<file path="src/rtl/mux_rr_arbiter_pkg.sv">
// Shared constants and state encoding for the round-robin mux arbiter.
//   N_REQ : number of requesters / mux inputs
//   SEL_W : mux select width
//   CNT_W : beat counter width (holds up to BURST-1 for BURST <= 15)
package mux_rr_arbiter_pkg;

    localparam int unsigned N_REQ = 8;
    localparam int unsigned SEL_W = 3;
    localparam int unsigned CNT_W = 4;

    typedef enum logic {
        IDLE  = 1'b0,
        GRANT = 1'b1
    } state_e;

endpackage : mux_rr_arbiter_pkg

</file>
<file path="src/rtl/mux_rr_arbiter_mux8.sv">
// Existing 8x1 one-bit serial multiplexer datapath.
// Ports:
//   i   : data bits, bit k belongs to requester k
//   s   : select
//   y_c : combinational muxed bit, i[s]
module mux_rr_arbiter_mux8
    import mux_rr_arbiter_pkg::*;
(
    input  logic [N_REQ-1:0] i,
    input  logic [SEL_W-1:0] s,
    output logic             y_c
);

    assign y_c = i[s];

endmodule : mux_rr_arbiter_mux8

</file>
<file path="src/rtl/mux_rr_arbiter.sv">
// Round-robin arbiter/sequencer driving the select of the shared 8x1 mux.
// One requester at a time owns the output bit for at most BURST accepted
// beats; a single IDLE cycle always separates consecutive grants.
// Ports:
//   clk, rst_n : clock, synchronous active-low reset
//   req        : request vector (bit k = requester k)
//   i          : data vector (bit k = requester k)
//   ready      : downstream accepts the current beat
//   s          : registered mux select
//   gnt        : registered one-hot grant, zero when idle
//   o          : muxed data bit, i[s] in GRANT, 0 in IDLE (combinational)
//   valid      : req[s] while in GRANT (combinational)
module mux_rr_arbiter
    import mux_rr_arbiter_pkg::*;
#(
    parameter int unsigned BURST = 4
) (
    input  logic             clk,
    input  logic             rst_n,
    input  logic [N_REQ-1:0] req,
    input  logic [N_REQ-1:0] i,
    input  logic             ready,
    output logic [SEL_W-1:0] s,
    output logic [N_REQ-1:0] gnt,
    output logic             o,
    output logic             valid
);

    localparam logic [CNT_W-1:0] LAST_BEAT = CNT_W'(BURST - 1);

    state_e             state_q, state_d;
    logic [SEL_W-1:0]   s_q, s_d;
    logic [N_REQ-1:0]   gnt_q, gnt_d;
    logic [SEL_W-1:0]   last_q, last_d;
    logic [CNT_W-1:0]   cnt_q, cnt_d;

    logic               pick_found;
    logic [SEL_W-1:0]   pick_idx;
    logic               mux_y_c;
    logic               in_grant;
    logic               beat_acc;

    // Datapath: the shared mux always follows the registered select.
    mux_rr_arbiter_mux8 u_mux (
        .i   (i),
        .s   (s_q),
        .y_c (mux_y_c)
    );

    assign in_grant = (state_q == GRANT);
    assign valid    = in_grant & req[s_q];
    assign o        = in_grant & mux_y_c;
    assign beat_acc = valid & ready;

    assign s   = s_q;
    assign gnt = gnt_q;

    // Round-robin scan: first set request starting just after the last owner.
    // Offset N_REQ wraps to last_q itself so a sole requester is regranted.
    always_comb begin
        logic [SEL_W-1:0] idx;
        pick_found = 1'b0;
        pick_idx   = '0;
        idx        = '0;
        for (int unsigned k = 1; k <= N_REQ; k++) begin
            idx = last_q + SEL_W'(k);
            if (!pick_found && req[idx]) begin
                pick_found = 1'b1;
                pick_idx   = idx;
            end
        end
    end

    // Next-state logic.
    always_comb begin
        state_d = state_q;
        s_d     = s_q;
        gnt_d   = gnt_q;
        last_d  = last_q;
        cnt_d   = cnt_q;
        case (state_q)
            IDLE: begin
                if (pick_found) begin
                    s_d     = pick_idx;
                    gnt_d   = N_REQ'(1) << pick_idx;
                    cnt_d   = '0;
                    state_d = GRANT;
                end
            end
            GRANT: begin
                // Release on request drop or on the final accepted beat.
                if (!req[s_q] || (beat_acc && (cnt_q == LAST_BEAT))) begin
                    state_d = IDLE;
                    gnt_d   = '0;
                    last_d  = s_q;
                    cnt_d   = '0;
                end else if (beat_acc) begin
                    cnt_d = cnt_q + CNT_W'(1);
                end
            end
            default: begin
                state_d = IDLE;
                gnt_d   = '0;
                cnt_d   = '0;
            end
        endcase
    end

    // State registers with synchronous active-low reset.
    always_ff @(posedge clk) begin
        if (!rst_n) begin
            state_q <= IDLE;
            s_q     <= '0;
            gnt_q   <= '0;
            last_q  <= SEL_W'(N_REQ - 1);
            cnt_q   <= '0;
        end else begin
            state_q <= state_d;
            s_q     <= s_d;
            gnt_q   <= gnt_d;
            last_q  <= last_d;
            cnt_q   <= cnt_d;
        end
    end

endmodule : mux_rr_arbiter

</file>
<file path="config.mk">
export PLATFORM = sky130hd
export DESIGN_NAME = mux_rr_arbiter
export DESIGN_NICKNAME = d
export VERILOG_FILES = /design/src/rtl/mux_rr_arbiter_pkg.sv /design/src/rtl/mux_rr_arbiter_mux8.sv /design/src/rtl/mux_rr_arbiter.sv
export SDC_FILE = /design/constraint.sdc
export NUM_CORES = 1
export LEC_CHECK = 0
export BUFFER_PORTS_ARGS = -buffer_cell sky130_fd_sc_hd__buf_2
export CAP_MARGIN = 20
export CELL_PAD_IN_SITES_DETAIL_PLACEMENT = 1
export CELL_PAD_IN_SITES_GLOBAL_PLACEMENT = 1
export CORE_ASPECT_RATIO = 0.9
export CORE_UTILIZATION = 47
export DETAILED_ROUTE_END_ITERATION = 8
export PLACE_DENSITY = 0.83
export SLEW_MARGIN = 25
export SYNTH_ARGS = -nofsm -noshare
export SYNTH_HDL_FRONTEND = slang
export SYNTH_SLANG_ARGS = --single-unit
</file>
<file path="constraint.sdc">
create_clock -name clk -period 10.6 [get_ports clk]
set_input_delay 0.53 -clock clk [delete_from_list [all_inputs] [get_ports clk]]
set_output_delay 0.53 -clock clk [all_outputs]
set_load 0.02 [all_outputs]
</file>
# After elaboration in Yosys (flattened, before gate mapping)
# Cells that the tools add are included.
[totals] reg_bits=19 input_bits=19
[op_classes] mux=46 n_reduce_logical=21 n_addsub=8 order_cmp=9 bitwise_logic=4 shift=1 n_eq_ne=4
[ops] op="$lt 3x4->1 const B" count=9
[ops] op="$bmux 1 s3" count=10
[ops] op="$mux 3" count=8
[ops] op="$mux 1" count=20
[ops] op="$mux 8" count=2
[ops] op="$pmux 8 s2" count=1
[ops] op="$add 3x3->3 const B" count=4
[ops] op="$mux 4" count=3
[ops] op="$logic_and 1x1->1" count=8
[ops] op="$logic_not 1->1" count=8
[ops] op="$pmux 4 s2" count=1
[ops] op="$reduce_and 2->1" count=4
[ops] op="$shl 1x3->8 const A" count=1
[ops] op="$add 3x2->3 const B" count=2
[ops] op="$add 4x1->4 const B" count=1
[ops] op="$eq 4x2->1 const B" count=1
[ops] op="$add 3x1->3 const B" count=1
[ops] op="$and 1x1->1" count=3
[ops] op="$ne 3x1->1 const B" count=1
[ops] op="$ne 2x1->1 const B" count=1
[ops] op="$ne 2x2->1 const B" count=1
[ops] op="$pmux 1 s2" count=1
[ops] op="$logic_or 1x1->1" count=1
[ops] op="$not 1->1" count=1

# Depth between registers and ports, before layout
# Gate-level depths: netlist (run 1).
[depth] ltp_word=28 depth_mapped=13

# Hierarchy
# From an unflattened synthesis (run 1), not the netlist that was laid out.
[hier_totals] hier_cells=205 area_unflattened_um2=1903.1
[by_module_without_submodules] module="mux_rr_arbiter" seq_area_each_um2=380.4 n_inst=1 area_per_inst_um2=1839.3 cells_per_inst=202
[by_module_without_submodules] module="mux_rr_arbiter_mux8" seq_area_each_um2=0.0 n_inst=1 area_per_inst_um2=63.8 cells_per_inst=3

# Least setup slack after synthesis (run 1)
# Ideal clock, no wire load.
[synth_timing] path_kind="register -> register" startpoint="register last_q[1]" endpoint="register gnt_q[1] (netlist: gnt[1])" arrival_time_ns=3.650 t_required_ns=10.483 slack_ns=6.832 path_stages_with_launch=13 n_path_buf=3 path_cell_list="dfxtp_1 buf_2 clkbuf_1 inv_1 ha_1 buf_1 mux4_2 or2_1 or3_4 or3b_4 a32oi_4 inv_2 a32o_1"
[synth_via] elab_chain_len=28 elab_cells_between_ends=58
[synth_lines] element="start: declaration" line="mux_rr_arbiter.sv:34" text="logic [SEL_W-1:0] last_q, last_d;"
[synth_lines] element="start signal: assignment" line="mux_rr_arbiter.sv:115" text="last_q <= SEL_W'(N_REQ - 1);"
[synth_lines] element="start signal: assignment" line="mux_rr_arbiter.sv:121" text="last_q <= last_d;"
[synth_lines] element="$add 3x1->3" line="mux_rr_arbiter.sv:66" text="idx = last_q + SEL_W'(k);"
[synth_lines] element="$bmux 1 s3" line="mux_rr_arbiter.sv:67" text="if (!pick_found && req[idx]) begin"
[synth_lines] element="$mux 1 (not written as such)" line="mux_rr_arbiter.sv:67"
[synth_lines] element="$mux 1" line="mux_rr_arbiter.sv:67"
[synth_lines] element="$logic_not 1->1" line="mux_rr_arbiter.sv:67"
[synth_lines] element="$logic_and 1x1->1" line="mux_rr_arbiter.sv:67"
[synth_lines] element="$mux 1" line="mux_rr_arbiter.sv:67"
[synth_lines] element="$logic_not 1->1" line="mux_rr_arbiter.sv:67"
[synth_lines] element="[... 12 more ...]"
[synth_lines] element="$logic_and 1x1->1" line="mux_rr_arbiter.sv:67"
[synth_lines] element="$mux 1" line="mux_rr_arbiter.sv:67"
[synth_lines] element="$logic_not 1->1" line="mux_rr_arbiter.sv:67"
[synth_lines] element="$logic_and 1x1->1" line="mux_rr_arbiter.sv:67"
[synth_lines] element="$mux 3" line="mux_rr_arbiter.sv:67"
[synth_lines] element="$shl 1x3->8" line="mux_rr_arbiter.sv:85" text="gnt_d = N_REQ'(1) << pick_idx;"
[synth_lines] element="$mux 8" line="mux_rr_arbiter.sv:83" text="if (pick_found) begin"
[synth_lines] element="$pmux 8 s2" line="mux_rr_arbiter.sv:81" text="case (state_q)"
[synth_lines] element="end signal: assignment" line="mux_rr_arbiter.sv:120" text="gnt_q <= gnt_d;"
[synth_lines] element="end: declaration" line="mux_rr_arbiter.sv:33" text="logic [N_REQ-1:0] gnt_q, gnt_d;"
# Several ways; a longest one is shown, not always the timed one. The select of a mux whose other input is x is not followed.
# A chain may end at the register's enable or synchronous reset.

# Worst setup path after layout (run 1)
[layout_timing] startpoint="register last_q[0]" endpoint="register gnt_q[2] (netlist: gnt[2])"
# Same word-level chain as after synthesis.

==> results.json, run 1 <==
{
  "layout_common_cells": "buf_2 (31), nand2_1 (22), mux4_2 (19), dfxtp_1 (19), mux2i_1 (16)",
  "ant_nets": 0,
  "yosys-mux-area-fraction_pct": 36.4,
  "synth_xor_xnor_area_share_pct": 1.39,
  "grt_pass1_wl_um": 9640,
  "worstSetupStartpointType": "register",
  "synth_edf_count": 0,
  "final.setup_skew_ns": 0.00556,
  "status": "complete, no violations",
  "drtIter0Drc": 93,
  "ios": 32,
  "grt_setup_unrepaired": "no",
  "final_hold_viol_count": 0,
  "syn-cell-area_um2": 1900,
  "finalWorstSetupSlack_ns": 6.36,
  "ys_seq_area_share_pct": 20.1,
  "portBuffers": 31,
  "post-route-util_pct": 56.1,
  "crit_type": "register to register",
  "crit_arrival_ns": 4.42,
  "final_common_cell": "buf_2",
  "leakage_nw": 0.891,
  "antenna_found_initial": 0,
  "overflow": 0,
  "rr_worst_depth": 9,
  "cts_tree": "built",
  "synth_warnings": 0,
  "power_density_nw_per_um2": 283,
  "netlist_instances": 194,
  "hpwl_um": 4360,
  "slew_headroom_pct": 49.8,
  "drt-total-wl_um": 5950,
  "synth_top_family_by_area": "multiplexers",
  "diodes": 0,
  "critPathRequiredTime_ns": 10.78,
  "fp-row-count": 21,
  "fin_worst_hold_slack_ns": 0.453,
  "drv_slew": 0,
  "gp_congestion": 0.869,
  "multi_input_area_um2": 1440,
  "htreeDepth": 1,
  "holdCritPathClass": "register to register",
  "ff_latch_area_um2": 380,
  "worst_pin_slew_ns": 0.732,
  "synth_compound_area_share_pct": 20.6,
  "path_clk_slew_ns": 0.08,
  "grt_start_max_net_pins": 21,
  "vias": 1794,
  "ctsResizeCount": 0,
  "clock-sinks": 19,
  "place_inst": 262,
  "syn_to_final_growth_pct": 11.9,
  "start_util_pct": 50.1,
  "yosys_register_bits": 19,
  "period_share_pct": 40.0,
  "cts_setup_buffers": 0,
  "fin_nets": 243,
  "ys_async_sr_fraction_pct": 0,
  "preCtsSetupSlack_ns": 6.43,
  "layout-drive-gt1-share_pct": 32.3,
  "clk_latency_ns": 0.27,
  "timing.setup.tns_ns": 0,
  "vias_per_cell": 6.74,
  "track_usage_pct": 30.6,
  "fmax_mhz": 236,
  "synthSimpleGateAreaFrac_pct": 15.5,
  "dieArea_um2": 4290,
  "die_width_um": 68.9,
  "path_max_fanout": 14,
  "core_area_um2": 3780,
  "clockBufferDepth": 2,
  "setup_viol": 0,
  "avgSynthCellArea_um2": 9.77,
  "drc": 0,
  "cts_buffers": 3,
  "fillers": 465,
  "drtPass1Iterations": 4,
  "cts_root_buffer": "clkbuf_8",
  "min_period_ns": 4.24,
  "synth_fa_ha_area_share_pct": 1.98,
  "holdPathStages": 2,
  "cts_hold_buf": 0,
  "synth_nets": 216,
  "ir_worst_vdd_v": 0.000155,
  "yosysUniqueCellTypes": 49,
  "maxCapViolations": 0,
  "first_global_vias": 1806,
  "final_cells": 266,
  "die_h_um": 62.3,
  "wl_per_cell_um": 22.4,
  "ys.flop_type": "dfxtp_1",
  "end_kind": "register"
}
metrics by stage:
stage	instance area (um^2)	power, mW
2_1_floorplan	1900	0.437
6_report	2120	0.600
5_1_grt	2120	0.636
3_3_place_gp	2070	0.509
3_5_place_dp	2070	0.537
4_1_cts	2120	0.595
final timing paths:
check / start / endpoint / slack [ns]
hold reg to reg: gnt[6]$_SDFFE_PN0P_ / gnt[6]$_SDFFE_PN0P_ / 0.45
hold / removal: gnt[6]$_SDFFE_PN0P_ / gnt[6]$_SDFFE_PN0P_ / 0.45
setup reg to reg: last_q[0]$_SDFFE_PN1P_ / gnt[2]$_SDFFE_PN0P_ / 6.36
setup / recovery: last_q[0]$_SDFFE_PN1P_ / gnt[2]$_SDFFE_PN0P_ / 6.36
final cells by class:
cell class,instances,share of cell area [%]
clock buffers,3,1.95
clock inverters,1,0.354
inverters,7,1.24
multi-input cells,157,67.8
flip-flops and latches,19,17.9
well taps,46,2.71
repair buffers,33,8.02
sequential cells by signal, indices dropped and copies added, names as in the netlist:
register and cells:
gnt 8, cnt_q 4, last_q 3, s 3, in_grant 1
power breakdown:
part / internal [mW] / switching [mW]
logic: 0.179 / 0.249
clock network: 0.0266 / 0.0273
registers: 0.0907 / 0.0282
synth_stat cells, drive strengths merged (5+ instances only):
library cell / number / area (um^2)
a32o: 5 / 50.1
nand2: 22 / 82.6
mux4: 21 / 480
inv: 7 / 26.3
dfxtp: 19 / 380
mux2i: 16 / 160
clkbuf: 7 / 26.3
nand3: 8 / 40.0
a21oi: 10 / 50.1
nor2: 14 / 52.6
logic make-up after synthesis:
| group | Yosys count |
|---|---|
| adders and majority gates | 3 |
| xor gates and xnor gates | 3 |
| and+or+nand+nor | 61 |
| muxes | 41 |
| buffers and inverters | 18 |
| DFF | 19 |
| AOI/OAI and AO/OA | 49 |
layer usage:
metal	vias to the layer above	GRT usage (%)	routed length, um
met3	11	6.07	280
met5	-	0	0
met4	0	4.85	61
met1	901	41.9	2620
li1	814	-	-
met2	68	50.0	2990
worst max-delay path: stages (launching register included):
cell and delay [ns]:
dfxtp_1 0.76, inv_2 0.24, ha_1 0.63, mux4_2 0.65, mux2_2 0.34, or2_2 0.36
o41ai_2 0.60, o21a_1 0.39, nand2_1 0.11, o31ai_1 0.08
(Power assumes the default switching activity.)
==> run 2, diff against run 1 <==
- CORE_UTILIZATION: 47 -> 44
- PLACE_DENSITY: 0.83 -> 0.78
- clock period: 10.6 -> 4.1 ns (I/O delays scaled with it)
==> run 2 against run 1 <==
Compared with the run above: largest power group unchanged; final cell count increased by 1.1%; first-iteration DRC count down 27%; power grew to 2.6 times the previous value; non-clock buffer count is 1 higher; register-to-register slack lost 5.8 ns; clock power rose to 2.5 times the previous value; sequential share of layout area shrank 0.063 points.
==> results.json, run 2 (same netlist as run 1, synthesis figures left out) <==
{
  "status": "complete, no violations",
  "vias": 1791,
  "drtIter0Drc": 68,
  "hpwl_um": 4270,
  "min_period_ns": 3.59,
  "cts_root_buffer": "clkbuf_8",
  "layout_common_cells": "buf_2 (31), nand2_1 (22), mux4_2 (19), dfxtp_1 (19), mux2i_1 (16)",
  "fin_area_um2": 2130,
  "holdCritPathClass": "input port to register",
  "end_kind": "register",
  "path_clk_slew_ns": 0.07,
  "ir_worst_vdd_v": 0.000454,
  "path_max_fanout": 11,
  "drt-total-wl_um": 5580,
  "pwr-share-comb_pct": 72.1,
  "ios": 32,
  "worstSetupStartpointType": "register",
  "critPathRequiredTime_ns": 4.26,
  "ctsResizeCount": 0,
  "leakage_nw": 0.899,
  "cts_hold_buf": 0,
  "final.setup_skew_ns": 0.00203,
  "grt_setup_unrepaired": "no",
  "placed_cell_area_um2": 2080,
  "clkPwrFrac_pct": 8.8,
  "die_h_um": 64.3,
  "gp_congestion": 0.892,
  "clock-sinks": 19,
  "seqPwrFrac_pct": 19.1,
  "diodes": 0,
  "fin_nets": 244,
  "grt_start_max_net_pins": 21,
  "internal_power_mw": 0.769,
  "htreeDepth": 1,
  "cts_tree": "built",
  "final_hold_viol_count": 0,
  "drtPass1Iterations": 4,
  "first_global_vias": 1840,
  "syn_to_final_growth_pct": 12.3,
  "die_width_um": 71.2,
  "maxCapViolations": 0,
  "setup_viol": 0,
  "final_common_cell": "buf_2",
  "grt_pass1_wl_um": 9310,
  "switching_share_pct": 49.9,
  "wl_per_cell_um": 20.8,
  "portBuffers": 31,
  "track_usage_pct": 26.4,
  "dieArea_um2": 4570,
  "timing.setup.tns_ns": 0,
  "crit_type": "register to register",
  "vias_per_cell": 6.66,
  "cts_buffers": 3,
  "start_util_pct": 46.2,
  "drc": 0,
  "ant_nets": 0,
  "power.switching_mw": 0.766,
  "antenna_found_initial": 0,
  "layout-drive-gt1-share_pct": 32.6,
  "post-route-util_pct": 51.9,
  "cts_setup_buffers": 0,
  "fp-row-count": 22,
  "worst_pin_slew_ns": 0.805,
  "clockBufferDepth": 2,
  "finalWorstSetupSlack_ns": 0.513,
  "clk_latency_ns": 0.26,
  "overflow": 0,
  "drv_slew": 0,
  "slew_headroom_pct": 45.7,
  "crit_arrival_ns": 3.75,
  "fmax_mhz": 279,
  "core_area_um2": 4100,
  "period_share_pct": 87.5,
  "largest_reg_flops": 8,
  "preCtsSetupSlack_ns": 0.568,
  "power_density_nw_per_um2": 721
}
[run 2: changes by cell type in the layout (fill, tap and decap cells not counted), sizes merged]
cell,before,now
buf,33,34
clkinv,0,1
clkinvlp,1,0
[run 2: cell type report]
class	instances	area (um^2)
clock inverter	1	5.00
sequential	19	380
clock buffer	3	41.3
fill	488	1970
multi-input combinational	157	1440
tap	48	60.1
timing repair buffer	34	178
inverter	7	26.3
[run 2: metal layers]
metal | vias up | wire (um) | GRT usage, %
li1 | 815 | - | -
met2 | 46 | 2790 | 45.8
met3 | 9 | 217 | 4.89
met1 | 921 | 2500 | 33.6
met5 | - | 0 | 0
met4 | 0 | 82 | 7.00
[run 2: critical path, cell delays in order, from the launching register on]
cell and delay [ns]:
dfxtp_1 0.35, inv_2 0.10, ha_1 0.59, mux4_2 0.63
mux2_2 0.31, or2_2 0.34, or3b_4 0.42, a32oi_4 0.35
inv_2 0.11, a32o_1 0.27
[run 2: per-stage QoR]
step	hold WS, ns	power (mW)	cells
after global placement	0.439	1.32	265
after CTS	0.180	1.53	269
after detailed placement	0.456	1.38	265
final	0.191	1.53	269
after floorplan	0.267	1.13	194
after global routing	0.186	1.64	269
[run 2: worst paths after layout]
path	from	to	slack, ns	cells past startpoint
hold reg to reg	gnt[6]$_SDFFE_PN0P_	gnt[6]$_SDFFE_PN0P_	0.47	2
hold / removal	rst_n	last_q[2]$_SDFFE_PN1P_	0.19	2
setup reg to reg	last_q[0]$_SDFFE_PN1P_	gnt[1]$_SDFFE_PN0P_	0.51	9
setup / recovery	last_q[0]$_SDFFE_PN1P_	gnt[1]$_SDFFE_PN0P_	0.51	9
[run 2: power by group through the flow]
| stage | combinational, mW | clock (mW) | sequential, mW |
|---|---|---|---|
| after floorplan | 0.803 | 0 | 0.326 |
| after global placement | 1.03 | 0 | 0.293 |
| after detailed placement | 1.09 | 0 | 0.297 |
| after CTS | 1.10 | 0.139 | 0.294 |
| after global routing | 1.19 | 0.147 | 0.302 |
| final | 1.11 | 0.135 | 0.293 |
==> run 3, diff against run 2 <==
- RECOVER_POWER: default -> 100
==> run 3 against run 2 <==
Compared with the run above: hold slack worse by 0.0020 ns; clock skew is 0.0011 ns higher; clock power hardly changed; non-clock buffer count did not move; global-route usage stayed put; final cell count unchanged; clock-buffer cell count did not move; sequential cell count is the same; combinational power is essentially flat.
==> results.json, run 3 (same netlist as run 1, synthesis figures left out) <==
{
  "status": "complete, no violations",
  "clk_latency_ns": 0.26,
  "fillers": 492,
  "grt_setup_unrepaired": "no",
  "top_layer": "met4",
  "wl_per_cell_um": 20.7,
  "wl_met3_um": 252,
  "end_kind": "register",
  "die_width_um": 71.2,
  "fp-row-count": 22,
  "path_buf_inv": 2,
  "largest_reg_flops": 8,
  "first_global_vias": 1840,
  "core_area_um2": 4100,
  "vias_per_cell": 6.68,
  "final_cells": 269,
  "crit_path_max_incr_delay_ns": 0.64,
  "diodes": 0,
  "start_util_pct": 46.2,
  "grt_start_max_net_pins": 21,
  "overflow": 0,
  "r2r-start": "last_q[0]$_SDFFE_PN1P_",
  "grt_pass1_wl_um": 9310,
  "ctsResizeCount": 0,
  "power_density_nw_per_um2": 719,
  "cts_root_buffer": "clkbuf_8",
  "cts_hold_buf": 0,
  "finalWorstSetupSlack_ns": 0.354,
  "fmax_mhz": 267,
  "p_total_mw": 1.52,
  "path_clk_slew_ns": 0.08,
  "timing.setup.tns_ns": 0,
  "dieArea_um2": 4570,
  "met2_length_um": 2810,
  "vias": 1797,
  "drt-total-wl_um": 5560,
  "fin_area_um2": 2110,
  "ios": 32,
  "syn_to_final_growth_pct": 11.3,
  "cts_setup_buffers": 0,
  "holdPathStages": 2,
  "rr_worst_depth": 9,
  "drv_slew": 0,
  "min_period_ns": 3.75,
  "cp-startpoint": "last_q[0]$_SDFFE_PN1P_",
  "path_cells": "inv_1 -> ha_1 -> mux4_2 -> mux2_1 -> or2_2 -> or3b_1 -> a32oi_4 -> inv_2 -> a32o_1",
  "clockBufferDepth": 2,
  "placed_cell_area_um2": 2080,
  "preCtsSetupSlack_ns": 0.568,
  "crit_type": "register to register",
  "ant_nets": 0,
  "worstSetupStartpointType": "register",
  "final_hold_viol_count": 0,
  "antenna_found_initial": 0,
  "maxCapViolations": 0,
  "leakage_nw": 0.847,
  "fin_worst_hold_slack_ns": 0.189,
  "drtIter0Drc": 68,
  "final_common_cell": "nand2_1",
  "post-route-util_pct": 51.4,
  "drc": 0,
  "ir_worst_vdd_v": 0.000439,
  "holdCritPathClass": "input port to register",
  "drtPass1Iterations": 4,
  "worst_pin_slew_ns": 0.805,
  "period_share_pct": 91.4,
  "drt-met1-wl_um": 2430,
  "setup_viol": 0,
  "hpwl_um": 4270,
  "final.setup_skew_ns": 0.00309,
  "die_h_um": 64.3,
  "cp_slowest_cell": "ha_1",
  "hold_start": "rst_n",
  "layout_common_cells": "nand2_1 (22), mux4_2 (19), dfxtp_1 (19)",
  "slew_headroom_pct": 45.7,
  "fin_nets": 244,
  "cp.depth": 9,
  "layout-drive-gt1-share_pct": 25.3,
  "portBuffers": 31,
  "cts_tree": "built",
  "crit_arrival_ns": 3.91,
  "path_max_fanout": 11,
  "clock-sinks": 19,
  "cts_buffers": 3,
  "gp_congestion": 0.892,
  "crit_family": "multiplexers",
  "place_inst": 265,
  "track_usage_pct": 26.4,
  "critPathRequiredTime_ns": 4.26,
  "htreeDepth": 1
}
-- run 3: changes by cell type in the layout (fill, tap and decap cells not counted), sizes merged --
cell	delta
clkbuf	+13
buf	-13
-- run 3: worst paths after layout --
kind                            end  slack (ns)
min reg2reg     gnt[2]$_SDFFE_PN0P_        0.47
max             gnt[1]$_SDFFE_PN0P_        0.35
min          last_q[2]$_SDFFE_PN1P_        0.19
max reg2reg     gnt[1]$_SDFFE_PN0P_        0.35
-- run 3: cell type report --
cell class                      instances  area (um^2)  share of cell area, %
Sequential cell                        19          380                   18.0
Multi-Input combinational cell        157         1440                   68.0
Timing Repair Buffer                   34          161                   7.65
Tap cell                               48         60.1                   2.85
Inverter                                7         26.3                   1.25
Clock inverter                          1         5.00                  0.237
Clock buffer                            3         41.3                   1.96
-- run 3: where the power goes --
| group | switching, mW | internal (mW) |
|---|---|---|
| clock network | 0.0675 | 0.0678 |
| logic | 0.638 | 0.451 |
| registers | 0.0577 | 0.235 |
| total | 0.764 | 0.754 |
-- run 3: layer usage --
| layer | global-route usage [%] | vias to the layer above |
|---|---|---|
| li1 | - | 814 |
| met1 | 33.6 | 922 |
| met2 | 45.8 | 54 |
| met3 | 4.89 | 7 |
| met4 | 7.00 | 0 |
| met5 | 0 | - |
